<file path="config.mk">
export PLATFORM = sky130hd
export DESIGN_NAME = gsim_result_buffer
export DESIGN_NICKNAME = d
export VERILOG_FILES = /design/src/rtl/gsim_pkg.sv /design/src/rtl/gsim_round_sat.sv /design/src/rtl/gsim_result_buffer.sv
export SDC_FILE = /design/constraint.sdc
export NUM_CORES = 1
export LEC_CHECK = 0
export CAP_MARGIN = 20
export CORE_ASPECT_RATIO = 0.7
export CORE_MARGIN = 4
export CORE_UTILIZATION = 40
export CTS_CLUSTER_SIZE = 20
export DETAILED_ROUTE_END_ITERATION = 6
export PLACE_DENSITY = 0.55
export SETUP_SLACK_MARGIN = 0.1
export SLEW_MARGIN = 20
export SYNTH_ARGS = -nofsm -noshare
export SYNTH_HDL_FRONTEND = slang
export SYNTH_SLANG_ARGS = --single-unit
export TNS_END_PERCENT = 1
</file>
<file path="constraint.sdc">
create_clock -name clk -period 3.8 [get_ports clk]
set_input_delay 0.76 -clock clk [delete_from_list [all_inputs] [get_ports clk]]
set_output_delay 0.76 -clock clk [all_outputs]
set_load 0.005 [all_outputs]
</file>
<file path="src/rtl/gsim_pkg.sv">
// Shared constants, types and the FSM state encoding for the Gauss-Seidel
// result path. Imported by gsim_result_buffer and gsim_round_sat.
package gsim_pkg;

  localparam int GSIM_N    = 16;  // solution words per burst
  localparam int GSIM_DW   = 32;  // word width, 16.16 signed fixed point
  localparam int GSIM_FRAC = 16;  // fractional bits of a solution word

  typedef logic signed [GSIM_DW-1:0] gsim_word_t;

  typedef enum logic [1:0] {
    IDLE,
    CAPTURE,
    DRAIN
  } gsim_rb_state_t;

endpackage : gsim_pkg

</file>
<file path="src/rtl/gsim_round_sat.sv">
// Round-to-nearest-integer for a signed fixed-point word. Halves round
// toward +inf; the single positive overflow case saturates to the largest
// integer value. Purely combinational.
module gsim_round_sat
  import gsim_pkg::*;
#(
  parameter int DW   = GSIM_DW,
  parameter int FRAC = GSIM_FRAC
) (
  input  logic [DW-1:0] din,
  output logic [DW-1:0] dout
);

  localparam logic [DW-1:0] HALF    = DW'(1) << (FRAC - 1);
  localparam logic [DW-1:0] MAX_INT = {1'b0, {(DW - 1 - FRAC){1'b1}}, {FRAC{1'b0}}};

  logic [DW-1:0] sum;
  logic          overflow;

  // Add one half LSB of the integer part, then truncate the fraction.
  // Only a non-negative input can overflow (sign flips from 0 to 1).
  always_comb begin
    sum      = din + HALF;
    overflow = ~din[DW-1] & sum[DW-1];
    if (overflow) begin
      dout = MAX_INT;
    end else begin
      dout = {sum[DW-1:FRAC], {FRAC{1'b0}}};
    end
  end

endmodule : gsim_round_sat

</file>
<file path="src/rtl/gsim_result_buffer.sv">
// Result buffer behind the Gauss-Seidel engine: captures one N-word burst,
// then drains it over a valid/ready handshake tagged with the word index.
// Optional macro GSIM_RESULT_ROUND_EN rounds drained words to the nearest
// integer (see gsim_round_sat); otherwise words pass through unmodified.
module gsim_result_buffer
  import gsim_pkg::*;
#(
  parameter int N  = GSIM_N,
  parameter int DW = GSIM_DW,
  parameter int IW = $clog2(N)
) (
  input  logic          clk,
  input  logic          reset,
  input  logic          x_valid,
  input  logic [DW-1:0] x_in,
  output logic          m_valid,
  input  logic          m_ready,
  output logic [DW-1:0] m_data,
  output logic [IW-1:0] m_index,
  output logic          m_last,
  output logic          busy,
  output logic          err_short,
  output logic          err_overrun
);

  localparam logic [IW-1:0] LAST_IDX = IW'(N - 1);

  gsim_rb_state_t state_reg, state_next;
  logic [IW-1:0]  wr_cnt_reg, wr_cnt_next;
  logic [IW-1:0]  rd_ptr_reg, rd_ptr_next;
  logic           err_short_reg, err_short_next;
  logic           err_overrun_reg, err_overrun_next;

  logic           wr_en;
  logic [IW-1:0]  wr_addr;
  logic [DW-1:0]  buf_mem [N];
  logic [DW-1:0]  rd_word;
  logic [DW-1:0]  out_word;
  logic           final_hs;

  // The last handshake of a drain frees slot 0 early, so a new burst may
  // start on exactly that cycle without being counted as an overrun.
  assign final_hs = (state_reg == DRAIN) && m_ready && (rd_ptr_reg == LAST_IDX);

  // Next-state and datapath control for the capture/drain sequence.
  always_comb begin
    state_next       = state_reg;
    wr_cnt_next      = wr_cnt_reg;
    rd_ptr_next      = rd_ptr_reg;
    err_short_next   = err_short_reg;
    err_overrun_next = err_overrun_reg;
    wr_en            = 1'b0;
    wr_addr          = wr_cnt_reg;

    case (state_reg)
      IDLE: begin
        if (x_valid) begin
          wr_en       = 1'b1;
          wr_addr     = '0;
          wr_cnt_next = IW'(1);
          state_next  = CAPTURE;
        end
      end

      CAPTURE: begin
        if (x_valid) begin
          wr_en       = 1'b1;
          wr_addr     = wr_cnt_reg;
          wr_cnt_next = wr_cnt_reg + IW'(1);
          if (wr_cnt_reg == LAST_IDX) begin
            // Full burst captured; the counter wraps to 0 here by design.
            wr_cnt_next = '0;
            rd_ptr_next = '0;
            state_next  = DRAIN;
          end
        end else begin
          // Engine dropped out_valid early: discard the partial burst.
          err_short_next = 1'b1;
          wr_cnt_next    = '0;
          state_next     = IDLE;
        end
      end

      DRAIN: begin
        if (m_ready) begin
          rd_ptr_next = rd_ptr_reg + IW'(1);
        end
        if (final_hs) begin
          rd_ptr_next = '0;
          if (x_valid) begin
            wr_en       = 1'b1;
            wr_addr     = '0;
            wr_cnt_next = IW'(1);
            state_next  = CAPTURE;
          end else begin
            state_next  = IDLE;
          end
        end else if (x_valid) begin
          // Buffer still owned by the drain: the sample is lost.
          err_overrun_next = 1'b1;
        end
      end

      default: begin
        state_next = IDLE;
      end
    endcase
  end

  // State, pointers and sticky error flags; reset abandons any burst.
  always_ff @(posedge clk) begin
    if (!reset) begin
      state_reg       <= IDLE;
      wr_cnt_reg      <= '0;
      rd_ptr_reg      <= '0;
      err_short_reg   <= 1'b0;
      err_overrun_reg <= 1'b0;
    end else begin
      state_reg       <= state_next;
      wr_cnt_reg      <= wr_cnt_next;
      rd_ptr_reg      <= rd_ptr_next;
      err_short_reg   <= err_short_next;
      err_overrun_reg <= err_overrun_next;
    end
  end

  // Burst storage; contents deliberately survive reset.
  always_ff @(posedge clk) begin
    if (reset && wr_en) begin
      buf_mem[wr_addr] <= x_in;
    end
  end

  assign rd_word = buf_mem[rd_ptr_reg];

`ifdef GSIM_RESULT_ROUND_EN
  gsim_round_sat #(
    .DW   (DW),
    .FRAC (GSIM_FRAC)
  ) u_round_sat (
    .din  (rd_word),
    .dout (out_word)
  );
`else
  assign out_word = rd_word;
`endif

  // Outputs derive only from registered state; data/index are zeroed
  // outside DRAIN so an idle or freshly reset port shows all zeros.
  always_comb begin
    m_valid     = (state_reg == DRAIN);
    m_data      = m_valid ? out_word : '0;
    m_index     = m_valid ? rd_ptr_reg : '0;
    m_last      = m_valid && (rd_ptr_reg == LAST_IDX);
    busy        = (state_reg != IDLE);
    err_short   = err_short_reg;
    err_overrun = err_overrun_reg;
  end

endmodule : gsim_result_buffer
</file>
Yosys cells after proc, flatten, opt, wreduce, memory -nomap -nowiden
Memories as Yosys holds them, arrays and structs flattened. A register that Yosys moved wholly into a read port is not among the register bits.
Index checks and enable logic that the tools add are counted.
{"block": "op_classes", "n_addsub": 2, "eq_ne": 10, "muxes": 28, "n_bitwise": 2, "n_reduce_logical": 14}
{"cell": "2-to-1 mux 4 bit", "count": 13}
{"cell": "2-to-1 mux 32 bit", "count": 1}
{"cell": "case mux 4 bit (2 select lines)", "count": 2}
{"cell": "case mux 4 bit (3 select lines)", "count": 1}
{"cell": "adder 4 x 1 -> 4 bit (second input constant)", "count": 2}
{"cell": "== test 4 bit (second input constant)", "count": 2}
{"cell": "2-to-1 mux 2 bit", "count": 4}
{"cell": "!= test 2 bit (second input constant)", "count": 3}
{"cell": "case mux 2 bit (3 select lines)", "count": 1}
{"cell": "AND reduction 3 bit", "count": 2}
{"cell": "2-to-1 mux 1 bit", "count": 5}
{"cell": "logical AND 1 bit", "count": 4}
{"cell": "AND reduction 2 bit", "count": 2}
{"cell": "AND reduction 4 bit", "count": 1}
{"cell": "nonzero test 2 bit", "count": 2}
{"cell": "!= test 3 x 1 -> 1 bit (second input constant)", "count": 1}
{"cell": "!= test 3 bit (second input constant)", "count": 1}
{"cell": "nonzero test 3 bit", "count": 1}
{"cell": "== test 2 x 1 -> 1 bit (second input constant)", "count": 1}
{"cell": "== test 2 bit (second input constant)", "count": 1}
{"cell": "zero test 2 bit", "count": 1}
{"cell": "!= test 2 x 1 -> 1 bit (second input constant)", "count": 1}
{"cell": "NOT 1 bit", "count": 2}
{"cell": "case mux 1 bit (2 select lines)", "count": 1}
{"cell": "OR reduction 2 bit", "count": 1}
{"block": "totals", "reg_bits": 12, "ramBits": 512, "input_bits": 36, "out_inout_bits": 41, "elab_cells": 62, "n_memories": 1}
{"name": "buf_mem", "depth": 16, "width": 32, "rd": 1, "rd_clocked_by_memory_dff": 1, "write_ports": 1, "line_no": "gsim_result_buffer.sv:36", "source": "logic [DW-1:0] buf_mem [N];"}

Depth between registers and ports, before layout
Gate-level depths: netlist of the first run.
{"block": "logic_depth", "ltp_word": 8, "depth_mapped": 9, "mapped_depth_nobuf": 5}

Worst setup path after synthesis of the first run
Ideal clock, no wire load.
{"block": "synth_path", "path_kind": "input -> register", "startpoint": "input m_ready", "endpoint": "memory buf_mem[12][0] (netlist name), enable pin", "setup_time_ns": 0.421, "arrival_time_ns": 2.787, "t_required_ns": 3.379, "path_slack_ns": 0.592, "path_stages": 4, "path_buffers": 0, "cell_sequence": "nand4_1 -> a211o_1 -> o21a_1 -> nor2_1"}
{"block": "synth_between", "elab_chain_len": 7, "word_cells_on_any_way": 9, "cone_classes": "6 x mux; 3 x reduce/logical"}
{"element": "from (decl)", "line_no": "gsim_result_buffer.sv:17", "source": "input logic m_ready,"}
{"element": "logical AND 1 bit (*) (2 in a row)", "line_no": "gsim_result_buffer.sv:43", "source": "assign final_hs = (state_reg == DRAIN) && m_ready && (rd_ptr_reg == LAST_IDX);"}
{"element": "2-to-1 mux 1 bit", "line_no": "gsim_result_buffer.sv:88", "source": "if (final_hs) begin"}
{"element": "case mux 1 bit (2 select lines)", "line_no": "gsim_result_buffer.sv:55", "source": "case (state_reg)"}
{"element": "logical AND 1 bit", "line_no": "gsim_result_buffer.sv:129", "source": "if (reset && wr_en) begin"}
{"element": "2-to-1 mux 1 bit", "line_no": "gsim_result_buffer.sv:129"}
{"element": "2-to-1 mux 1 bit (implied by the code)", "line_no": "gsim_result_buffer.sv:130", "source": "buf_mem[wr_addr] <= x_in;"}
{"element": "to (decl)", "line_no": "gsim_result_buffer.sv:36"}
Every way passes the cells marked *; elsewhere a longest branch is shown, timed or not.

==> results.sh, run 1 <==
export IMPL_cts_sinks=528
export IMPL_syn_num_nets=1054
export IMPL_viasPerCell=5.57
export IMPL_drt_wl_total_um=48700
export IMPL_post_drt_wl_per_cell_um=26.0
export IMPL_arrival_ns=2.90
export IMPL_synth_warnings=0
export IMPL_antenna_found_initial=1
export IMPL_vias=10400
export IMPL_grt_pass1_vias=10400
export IMPL_synthTopCellsByArea="edfxtp_1, mux4_2, mux2i_1"
export IMPL_ys_seq_area_share_pct=76.7
export IMPL_rsz0062_at_grt="true"
export IMPL_finish_instance_area_sq_um=24400
export IMPL_avgSynthCellArea_sq_um=20.1
export IMPL_top_usage_layer="met1"
export IMPL_cap_violations=0
export IMPL_fin_tns_setup_ns=0
export IMPL_ys_flop_type="edfxtp_1"
export IMPL_cp_max_fo=16
export IMPL_hold_violations=0
export IMPL_clk_pin_slew_ns=0.06
export IMPL_cts_buffers=51
export IMPL_synthCells=1016
export IMPL_pwr_share_clk_pct=41.4
export IMPL_path_buf_inv=3
export IMPL_min_path_type="register to register"
export IMPL_end_kind="output pin"
export IMPL_finClkSkew_ns=0.0160
export IMPL_grt_util_met1_pct=27.8
export IMPL_met2_usage_pct=25.5
export IMPL_drt_first_pass_iters=6
export IMPL_drt_iter0_markers=1001
export IMPL_synth_area_leader_cell="edfxtp_1"
export IMPL_clock_path_buffers=3
export IMPL_place_inst=1765
export IMPL_gp_congestion=0.740
export IMPL_met3_usage_pct=3.38
export IMPL_largest_reg_flops=512
export IMPL_grt_overflow=0
export IMPL_slew_headroom_pct=50.9
export IMPL_powerDensity_nw_per_um2=462
export IMPL_fin_util_pct=48.1
export IMPL_dp_hpwl_um=27300
export IMPL_grt_max_degree=33
export IMPL_yosys_area_top_type_share_pct=75.1
export IMPL_cp_top_family="buffers and inverters"
export IMPL_synthToLayoutAreaGrowth_pct=19.1
export IMPL_worstSetupPathType="register to output pin"
export IMPL_slowest_stage="clkdlybuf4s50_1"
export IMPL_dpl_cell_area_sq_um=22600
export IMPL_p_seq_share_pct=56.9
export IMPL_clk_latency_ns=0.57
export IMPL_cp_required_ns=3.04
export IMPL_cts_max_level=2
export IMPL_final_common_cell="edfxtp_1"
export IMPL_synth_edf_count=512
export IMPL_period_minus_slack_ns=3.66
export IMPL_status="completed"
export IMPL_setup_viol=0
export IMPL_row_count=69
export IMPL_core_area_sq_um=50700
export IMPL_netlist_area_sq_um=20500
export IMPL_worst_slew_pin_slew_ns=0.730
export IMPL_dp_worst_setup_slack_ns=0.571
export IMPL_slew_viol_final=0
export IMPL_p_int_mw=9.07
export IMPL_yosysUniqueCellTypes=47
export IMPL_max_freq_ghz=0.273
export IMPL_pwr_share_comb_pct=1.7
export IMPL_cts_root_buf="clkbuf_16"
export IMPL_io_buffers=76
export IMPL_timing_final_crit_share_pct=96.3
export IMPL_power_share_switching_pct=19.5
export IMPL_grt_pass1_wl_um=71200
export IMPL_drive_gt1_share_pct=19.7
export IMPL_final_nets=1195
export IMPL_startpoint_type="register"
export IMPL_worst_slack_ns=0.141
export IMPL_synthArstFlopShare_pct=0
export IMPL_p_sw_mw=2.20
export IMPL_critical_path_max_stage_delay_ns=0.54
export IMPL_postCtsHoldBufs=0
export IMPL_path_cells="buf_12, buf_16, mux4_2, a22o_1, a221o_1, clkdlybuf4s50_1"
export IMPL_layout_common_cells="edfxtp_1, mux2i_1, mux4_2, clkdlybuf4s50_1, clkbuf_16"
export IMPL_fp_dieW_um=278
export IMPL_cts_tree="done"
export IMPL_p_leak_nw=7.40
export IMPL_drcViolationCount=0
export IMPL_initial_core_util_pct=40.4
export IMPL_die_h_um=197
export IMPL_synth_seq_cells=528
export IMPL_grt_use_total_pct=17.6
export IMPL_ir_drop_uv=305
export IMPL_antenna_left=0
export IMPL_pin_count=77
export IMPL_stdcell_count=1872
export IMPL_dieArea_sq_um=54900
## power by group through the flow
stage,Combinational (mW),Sequential (mW),Clock [mW]
detailed placement,0.188,6.54,0
global route,0.205,6.42,5.05
global placement,0.184,6.54,0
finish,0.187,6.42,4.67
floorplan,0.0455,6.54,0
CTS,0.189,6.42,4.80
## cell families after synthesis
logic type	Yosys count	synth area share, %
flip-flops	528	76.7
multiplexers	180	13.4
AO/OA/AOI/OAI	126	4.96
AND/OR/NAND/NOR	118	2.95
buffers and inverters	62	1.85
adder cells (fa/ha/maj)	2	0.122
## cell type report
class / count / area, sq um
Sequential cell: 528 / 15700
Fill cell: 4137 / 26300
Timing Repair Buffer: 144 / 1770
Clock inverter: 17 / 80.1
Clock buffer: 76 / 1430
Multi-Input combinational cell: 426 / 4530
Inverter: 6 / 25.0
Antenna cell: 1 / 2.50
Tap cell: 674 / 843
## worst reg2reg max path, stage by stage (launching register included)
cell	delay, ns
dfxtp_1	0.39
ha_1	0.23
nand4_1	0.20
a211o_1	0.41
o21a_1	0.26
nor2_4	0.48
buf_12	0.25
## synth_stat cells, drive strengths merged, types with 5 or more instances
master,n
and3,23
buf,33
and2,8
o21ai,10
nor2,29
nand2,23
a22oi,42
nand3,17
edfxtp,512
o21a,6
a22o,22
mux4,76
clkbuf,23
dfxtp,16
inv,6
o2111ai,5
a221o,27
mux2i,104
## timing repair
action | in CTS | in global routing
cloned | 4 | 1
setup buffers | 6 | 2
setup endpoints to repair | 23 | 22
gates resized for setup | 11 | 2
## final timing paths
path	startpoint	end	slack, ns	cells past startpoint
max	register	m_data[4]	0.14	6
min	err_short$_SDFFE_PN0P_	err_short$_SDFFE_PN0P_	0.49	1
max reg2reg	rd_ptr_reg[0]$_SDFFE_PN0N_	buf_mem[0][27]$_DFFE_PP_	1.26	6
min reg2reg	err_short$_SDFFE_PN0P_	err_short$_SDFFE_PN0P_	0.49	1
## layer usage
layer / part of all wire [%] / vias to the layer above
met5: 0 / -
met4: 1.7 / 0
met3: 6.4 / 61
met2: 44 / 333
met1: 48 / 5509
li1: - / 4523
## per-stage QoR
stage / power (mW) / hold WS, ns
floorplan: 6.59 / 0.464
global placement: 6.73 / 0.473
detailed placement: 6.73 / 0.484
CTS: 11.4 / 0.504
global route: 11.7 / 0.537
finish: 11.3 / 0.488
(Power assumes the default switching activity.)
==> inputs of run 2 (changes only) <==
--- a/config.mk
+++ b/config.mk
@@ -13,6 +13,7 @@
 export DETAILED_ROUTE_END_ITERATION = 6
 export PLACE_DENSITY = 0.55
 export SETUP_SLACK_MARGIN = 0.1
+export SKIP_LAST_GASP = 1
 export SLEW_MARGIN = 20
 export SYNTH_ARGS = -nofsm -noshare
 export SYNTH_HDL_FRONTEND = slang
==> results of run 2 <==
Same layout as run 1: the final DEF is identical, and so are final timing and power.
